<file path="src/rtl/writeback_retire.sv">
// -----------------------------------------------------------------------------
// writeback_retire
//
// Final pipeline stage. Takes the registered memory->writeback payload,
// commits results to the register file, counts cycles and retired
// instructions, and turns an illegal-flagged instruction into a precise
// machine trap. The trap records mepc/mcause, flushes the pipeline for one
// cycle, redirects fetch, then discards in-flight payloads for DRAIN_CYCLES
// cycles before accepting instructions again.
//
// Ports
//   clock                   single clock, all state on the rising edge
//   reset                   asynchronous, active-low reset
//   memoryWritebackPayload  registered payload from the memory stage
//   writebackStall          payload is held this cycle and must not retire
//   registerWriteEnable     register-file write strobe (combinational)
//   registerWriteAddress    destination register (pass-through)
//   registerWriteData       write data (pass-through)
//   trapFlush               one-cycle flush to all upstream stages
//   trapRedirectValid       one-cycle fetch redirect, coincident with flush
//   trapRedirectTarget      constant TRAP_VECTOR
//   trapActive              high while in FLUSH or DRAIN
//   mepc                    PC of the trapping instruction
//   mcause                  cause of the last trap
//   cycleCount              free-running 64-bit cycle counter
//   instretCount            64-bit retired-instruction counter
//   debugState              current FSM state
//
// Handshake: the payload is consumed in a cycle when valid=1, stall=0 and
// the FSM is IDLE. There is no backpressure output; outside IDLE, payloads
// are silently dropped.
// -----------------------------------------------------------------------------

package writeback_retire_pkg;

  typedef struct packed {
    logic        valid;
    logic        illegal;
    logic        writebackEnable;
    logic [31:0] data;
    logic [31:0] programCounter;
    logic [4:0]  destinationRegister;
  } mem_wb_payload_t;

  typedef enum logic [1:0] {
    ST_IDLE  = 2'd0,
    ST_FLUSH = 2'd1,
    ST_DRAIN = 2'd2
  } wb_state_e;

endpackage

module writeback_retire
  import writeback_retire_pkg::*;
#(
  parameter logic [31:0] TRAP_VECTOR   = 32'h0000_0100,
  parameter logic [31:0] ILLEGAL_CAUSE = 32'd2,
  parameter int          DRAIN_CYCLES  = 3
) (
  input  logic            clock,
  input  logic            reset,
  input  mem_wb_payload_t memoryWritebackPayload,
  input  logic            writebackStall,
  output logic            registerWriteEnable,
  output logic [4:0]      registerWriteAddress,
  output logic [31:0]     registerWriteData,
  output logic            trapFlush,
  output logic            trapRedirectValid,
  output logic [31:0]     trapRedirectTarget,
  output logic            trapActive,
  output logic [31:0]     mepc,
  output logic [31:0]     mcause,
  output logic [63:0]     cycleCount,
  output logic [63:0]     instretCount,
  output wb_state_e       debugState
);

  localparam int DRAIN_W = 4;
  localparam logic [DRAIN_W-1:0] DRAIN_LOAD = DRAIN_W'(DRAIN_CYCLES - 1);

  wb_state_e           state_q, state_d;
  logic [DRAIN_W-1:0]  drain_q, drain_d;
  logic [31:0]         mepc_q, mepc_d;
  logic [31:0]         mcause_q, mcause_d;
  logic [63:0]         cycle_q;
  logic [63:0]         instret_q, instret_d;

  logic accept;
  logic take_trap;
  logic retire;

  // Only IDLE consumes payloads; FLUSH/DRAIN drop everything, illegal or not.
  assign accept    = memoryWritebackPayload.valid && !writebackStall && (state_q == ST_IDLE);
  assign take_trap = accept && memoryWritebackPayload.illegal;
  assign retire    = accept && !memoryWritebackPayload.illegal;

  // Zero-latency register write; the reset term keeps the strobe low while
  // reset is held regardless of the payload. x0 is never written.
  assign registerWriteEnable  = reset && retire
                                && memoryWritebackPayload.writebackEnable
                                && (memoryWritebackPayload.destinationRegister != 5'd0);
  assign registerWriteAddress = memoryWritebackPayload.destinationRegister;
  assign registerWriteData    = memoryWritebackPayload.data;

  // FSM next state
  always_comb begin
    state_d  = state_q;
    drain_d  = drain_q;
    mepc_d   = mepc_q;
    mcause_d = mcause_q;
    unique case (state_q)
      ST_IDLE: begin
        if (take_trap) begin
          state_d  = ST_FLUSH;
          mepc_d   = memoryWritebackPayload.programCounter;
          mcause_d = ILLEGAL_CAUSE;
        end
      end
      ST_FLUSH: begin
        state_d = ST_DRAIN;
        drain_d = DRAIN_LOAD;
      end
      ST_DRAIN: begin
        // Counter holds remaining drain cycles minus one, so DRAIN lasts
        // exactly DRAIN_CYCLES cycles.
        if (drain_q == '0) begin
          state_d = ST_IDLE;
        end else begin
          drain_d = drain_q - 1'b1;
        end
      end
      default: state_d = ST_IDLE;
    endcase
  end

  // Counters wrap silently through natural 64-bit overflow.
  assign instret_d = retire ? instret_q + 64'd1 : instret_q;

  always_ff @(posedge clock or negedge reset) begin
    if (!reset) begin
      state_q   <= ST_IDLE;
      drain_q   <= '0;
      mepc_q    <= '0;
      mcause_q  <= '0;
      cycle_q   <= '0;
      instret_q <= '0;
    end else begin
      state_q   <= state_d;
      drain_q   <= drain_d;
      mepc_q    <= mepc_d;
      mcause_q  <= mcause_d;
      cycle_q   <= cycle_q + 64'd1;
      instret_q <= instret_d;
    end
  end

  // Flush and redirect are decoded from the state register, so they are
  // glitch-free and last exactly the single FLUSH cycle.
  assign trapFlush          = (state_q == ST_FLUSH);
  assign trapRedirectValid  = (state_q == ST_FLUSH);
  assign trapRedirectTarget = TRAP_VECTOR;
  assign trapActive         = (state_q != ST_IDLE);
  assign mepc               = mepc_q;
  assign mcause             = mcause_q;
  assign cycleCount         = cycle_q;
  assign instretCount       = instret_q;
  assign debugState         = state_q;

endmodule

</file>
<file path="config.mk">
export PLATFORM = sky130hd
export DESIGN_NAME = writeback_retire
export DESIGN_NICKNAME = d
export VERILOG_FILES = /design/src/rtl/writeback_retire.sv
export SDC_FILE = /design/constraint.sdc
export NUM_CORES = 1
export LEC_CHECK = 0
export CAP_MARGIN = 20
export CORE_MARGIN = 2
export CORE_UTILIZATION = 40
export DETAILED_ROUTE_END_ITERATION = 8
export PLACE_DENSITY = 0.78
export SLEW_MARGIN = 20
export SYNTH_ARGS = -nofsm -noshare
export SYNTH_HDL_FRONTEND = slang
export SYNTH_SLANG_ARGS = --single-unit
</file>
<file path="constraint.sdc">
create_clock -name clock -period 4.68 [get_ports clock]
set_input_delay 0.936 -clock clock [delete_from_list [all_inputs] [get_ports clock]]
set_output_delay 0.936 -clock clock [all_outputs]
set_load 0.01 [all_outputs]
</file>
==> impl_metrics.json <==
{
  "synth_top_area_cell": "dfrtp_1",
  "drt_wl_total_um": 20060,
  "finalSetupViolCount": 0,
  "fmax_mhz": 255.5,
  "post-route-period-util": 0.8362,
  "crit_slowest_cell": "clkdlybuf4s50_1",
  "drive_above_1_share": 0.05268,
  "grt_util_met2": 0.2931,
  "portBuffers": 214,
  "p_switching_mw": 1.036,
  "fp.dieW_um": 148.7,
  "grt_max_degree": 67,
  "post_cts_buffers": 0,
  "use_met3": 0.05920,
  "ys_warn_count": 0,
  "slowest_delay_ps": 550,
  "p_comb_frac": 0.179,
  "rsz0062_at_grt": "no",
  "p_sw_frac": 0.2691,
  "clock_latency_ps": 420,
  "seqCellArea_um2": 4179,
  "finClkSkew_ps": 7.198,
  "diodes": 0,
  "synth_top_area_frac": 0.4993,
  "cp_common_cell": "clkdlybuf4s50_1",
  "path_max_fanout": 12,
  "initial_core_util": 0.4110,
  "finalHoldViolCount": 0,
  "crit_required_ps": 3740,
  "drt_first_pass_iters": 5,
  "cellPowerDensity_nw_per_um2": 352.8,
  "synthArstFlopShare": 1.000,
  "grt_pass1_vias": 6577,
  "finalNonFillerCells": 1314,
  "synthCells": 846,
  "place.gp.congestion": 0.8412,
  "status": "completed",
  "grt_use_met1": 0.2442,
  "cts_root_buffer": "clkbuf_16",
  "vias_per_cell": 4.988,
  "clock_path_buffers": 2,
  "fin_util": 0.5360,
  "n_fill_cell": 1840,
  "cellLeakagePower_nw": 5.026,
  "wire_per_inst_um": 15.27,
  "internal-power_mw": 2.815,
  "antenna_found_initial": 0,
  "p_seq_frac": 0.441,
  "slew_viol_final": 0,
  "yosysUniqueCellTypes": 42,
  "syn_to_final_growth_pct": 30.40,
  "numCtsBuffers": 17,
  "hold_slack_ps": 419.1,
  "clkPwrFrac": 0.379,
  "ant_nets": 0,
  "syn_area_um2": 8371,
  "synth_most_common_cell": "dfrtp_1",
  "grt-ovfl-total": 0,
  "cp-end-kind": "output port",
  "worstPathArrival_ps": 2980,
  "cap_violations": 0,
  "dp_hpwl_um": 14530,
  "setup.worst_path.class": "in -> out",
  "synth_area_leaders": "dfrtp_1, buf_4, xor2_1",
  "dp_cells": 1282,
  "synth_seq_cells": 167,
  "drt_iter0_drc": 341,
  "cts_tree": "built",
  "grt_usage": 0.1866,
  "crit_chain": "clkdlybuf4s50_1 > or4b_4 > nor2_1 > buf_4 > o2111a_1 > clkdlybuf4s50_1",
  "num_rows": 52,
  "multi_input_area_um2": 3502,
  "die-area_um2": 22100,
  "synth-main-ff-cell": "dfrtp_1",
  "path_clk_slew_ps": 70,
  "hold_buffers": 0,
  "io-pin-count": 342,
  "core_area_um2": 20360,
  "synth_edf_count": 0,
  "worstMarginPinSlew_ps": 860.3,
  "hold_class": "in -> async",
  "grt_first_pass_wirelength_um": 33220,
  "reg2reg_depth": 6,
  "drc": 0,
  "die_h_um": 148.7,
  "synth_common_cells": "dfrtp_1, nand2_1, buf_4, xor2_1, nand3_1",
  "relSlewSlack": 0.4265,
  "cp-start-kind": "input port",
  "syn_avg_cell_area_um2": 9.894,
  "cts_num_sinks": 167,
  "fin_crit_ps": 3913,
  "cts_resized": 0,
  "fin_tns_setup_ps": 0,
  "irDropWorstVdd_mv": 0.2449,
  "layout.nets": 1109,
  "grt_most_used_layer": "met2",
  "seq_area_frac_synth": 0.4993,
  "num_vias": 6554,
  "htree_levels": 4
}
## metrics by stage
stage / worst slack (ps) / power, mW / area, um2
3_5_place_dp: 766.1 / 2.422 / 10300
4_1_cts: 758.2 / 3.898 / 10920
6_report: 766.8 / 3.851 / 10920
2_1_floorplan: 1701 / 2.069 / 8600
3_3_place_gp: 780.9 / 2.403 / 10300
5_1_grt: 700.9 / 4.043 / 10920
## cells in the final DEF (no fill, tap or decap), types with 3 or more instances in the layout
cell	netlist	routed
nand4_1	40	40
and4_1	10	10
clkdlybuf4s50_1	0	213
dfrtp_1	167	167
nor4_2	5	5
clkbuf_16	0	17
nor2_1	47	47
and2_1	6	6
nor4_1	24	24
bufinv_16	0	3
ha_1	3	3
nor3_1	32	32
xnor2_1	54	54
and3_1	14	14
xor2_1	72	72
nand2_1	143	143
conb_1	2	63
inv_6	0	4
inv_1	26	26
buf_4	101	6
nand3_1	57	57
## worst paths after layout
| check | from | endpoint | slack [ps] |
|---|---|---|---|
| max in group asynchronous | reset | cycleCount[18] | 3060 |
| worst max-delay path | memoryWritebackPayload[71] | registerWriteEnable | 770 |
| worst max register to register | debugState[1] | instretCount[27] | 2000 |
| min in group clock | cycleCount[63] | cycleCount[63] | 470 |
| worst min register to register | cycleCount[63] | cycleCount[63] | 470 |
| worst min-delay path | reset | instretCount[32] | 420 |
## registers in the layout, summed over array words and instances (netlist names)
register      count
instretCount     64
drain_q           4
mcause            1
debugState        2
mepc             32
cycleCount       64
## cell families (layout without fill, tap and decap cells)
kind of cell    count (synthesis)  in the layout  share of synthesized area
mux                             1              1                   0.001345
flops                         167            167                     0.4993
fa+ha+maj                       3              3                   0.004485
compound gates                  7              7                   0.006129
other cells                     2             63                  0.0008972
simple gates                  399            399                     0.2463
xor+xnor                      126            126                     0.1318
buf+inv                       141            278                     0.1097
## area by class of cell
| class | instances | area share |
|---|---|---|
| timing repair buffer | 220 | 0.2005 |
| clock buffer | 19 | 0.04058 |
| tap | 270 | 0.03095 |
| clock inverter | 13 | 0.01536 |
| sequential | 167 | 0.3829 |
| multi-input combinational | 599 | 0.3208 |
| inverter | 26 | 0.008941 |
## critical path, delay by kind of cell
kind / cells / cell delay, ps
simple gates: 2 / 610
compound gates: 1 / 250
buf+inv: 3 / 1190
## metal layers
metal	share of wire	up-vias
li1	-	3052
met1	0.42	3197
met2	0.48	269
met3	0.084	36
met4	0.019	0
met5	0	-
## power by group through the flow
stage	Combinational [mW]	Clock [mW]	Sequential [mW]
6_report	0.691	1.46	1.70
5_1_grt	0.761	1.56	1.72
4_1_cts	0.702	1.50	1.70
3_5_place_dp	0.698	0	1.72
3_3_place_gp	0.683	0	1.72
2_1_floorplan	0.304	0	1.76
(Power assumes the default switching activity.)
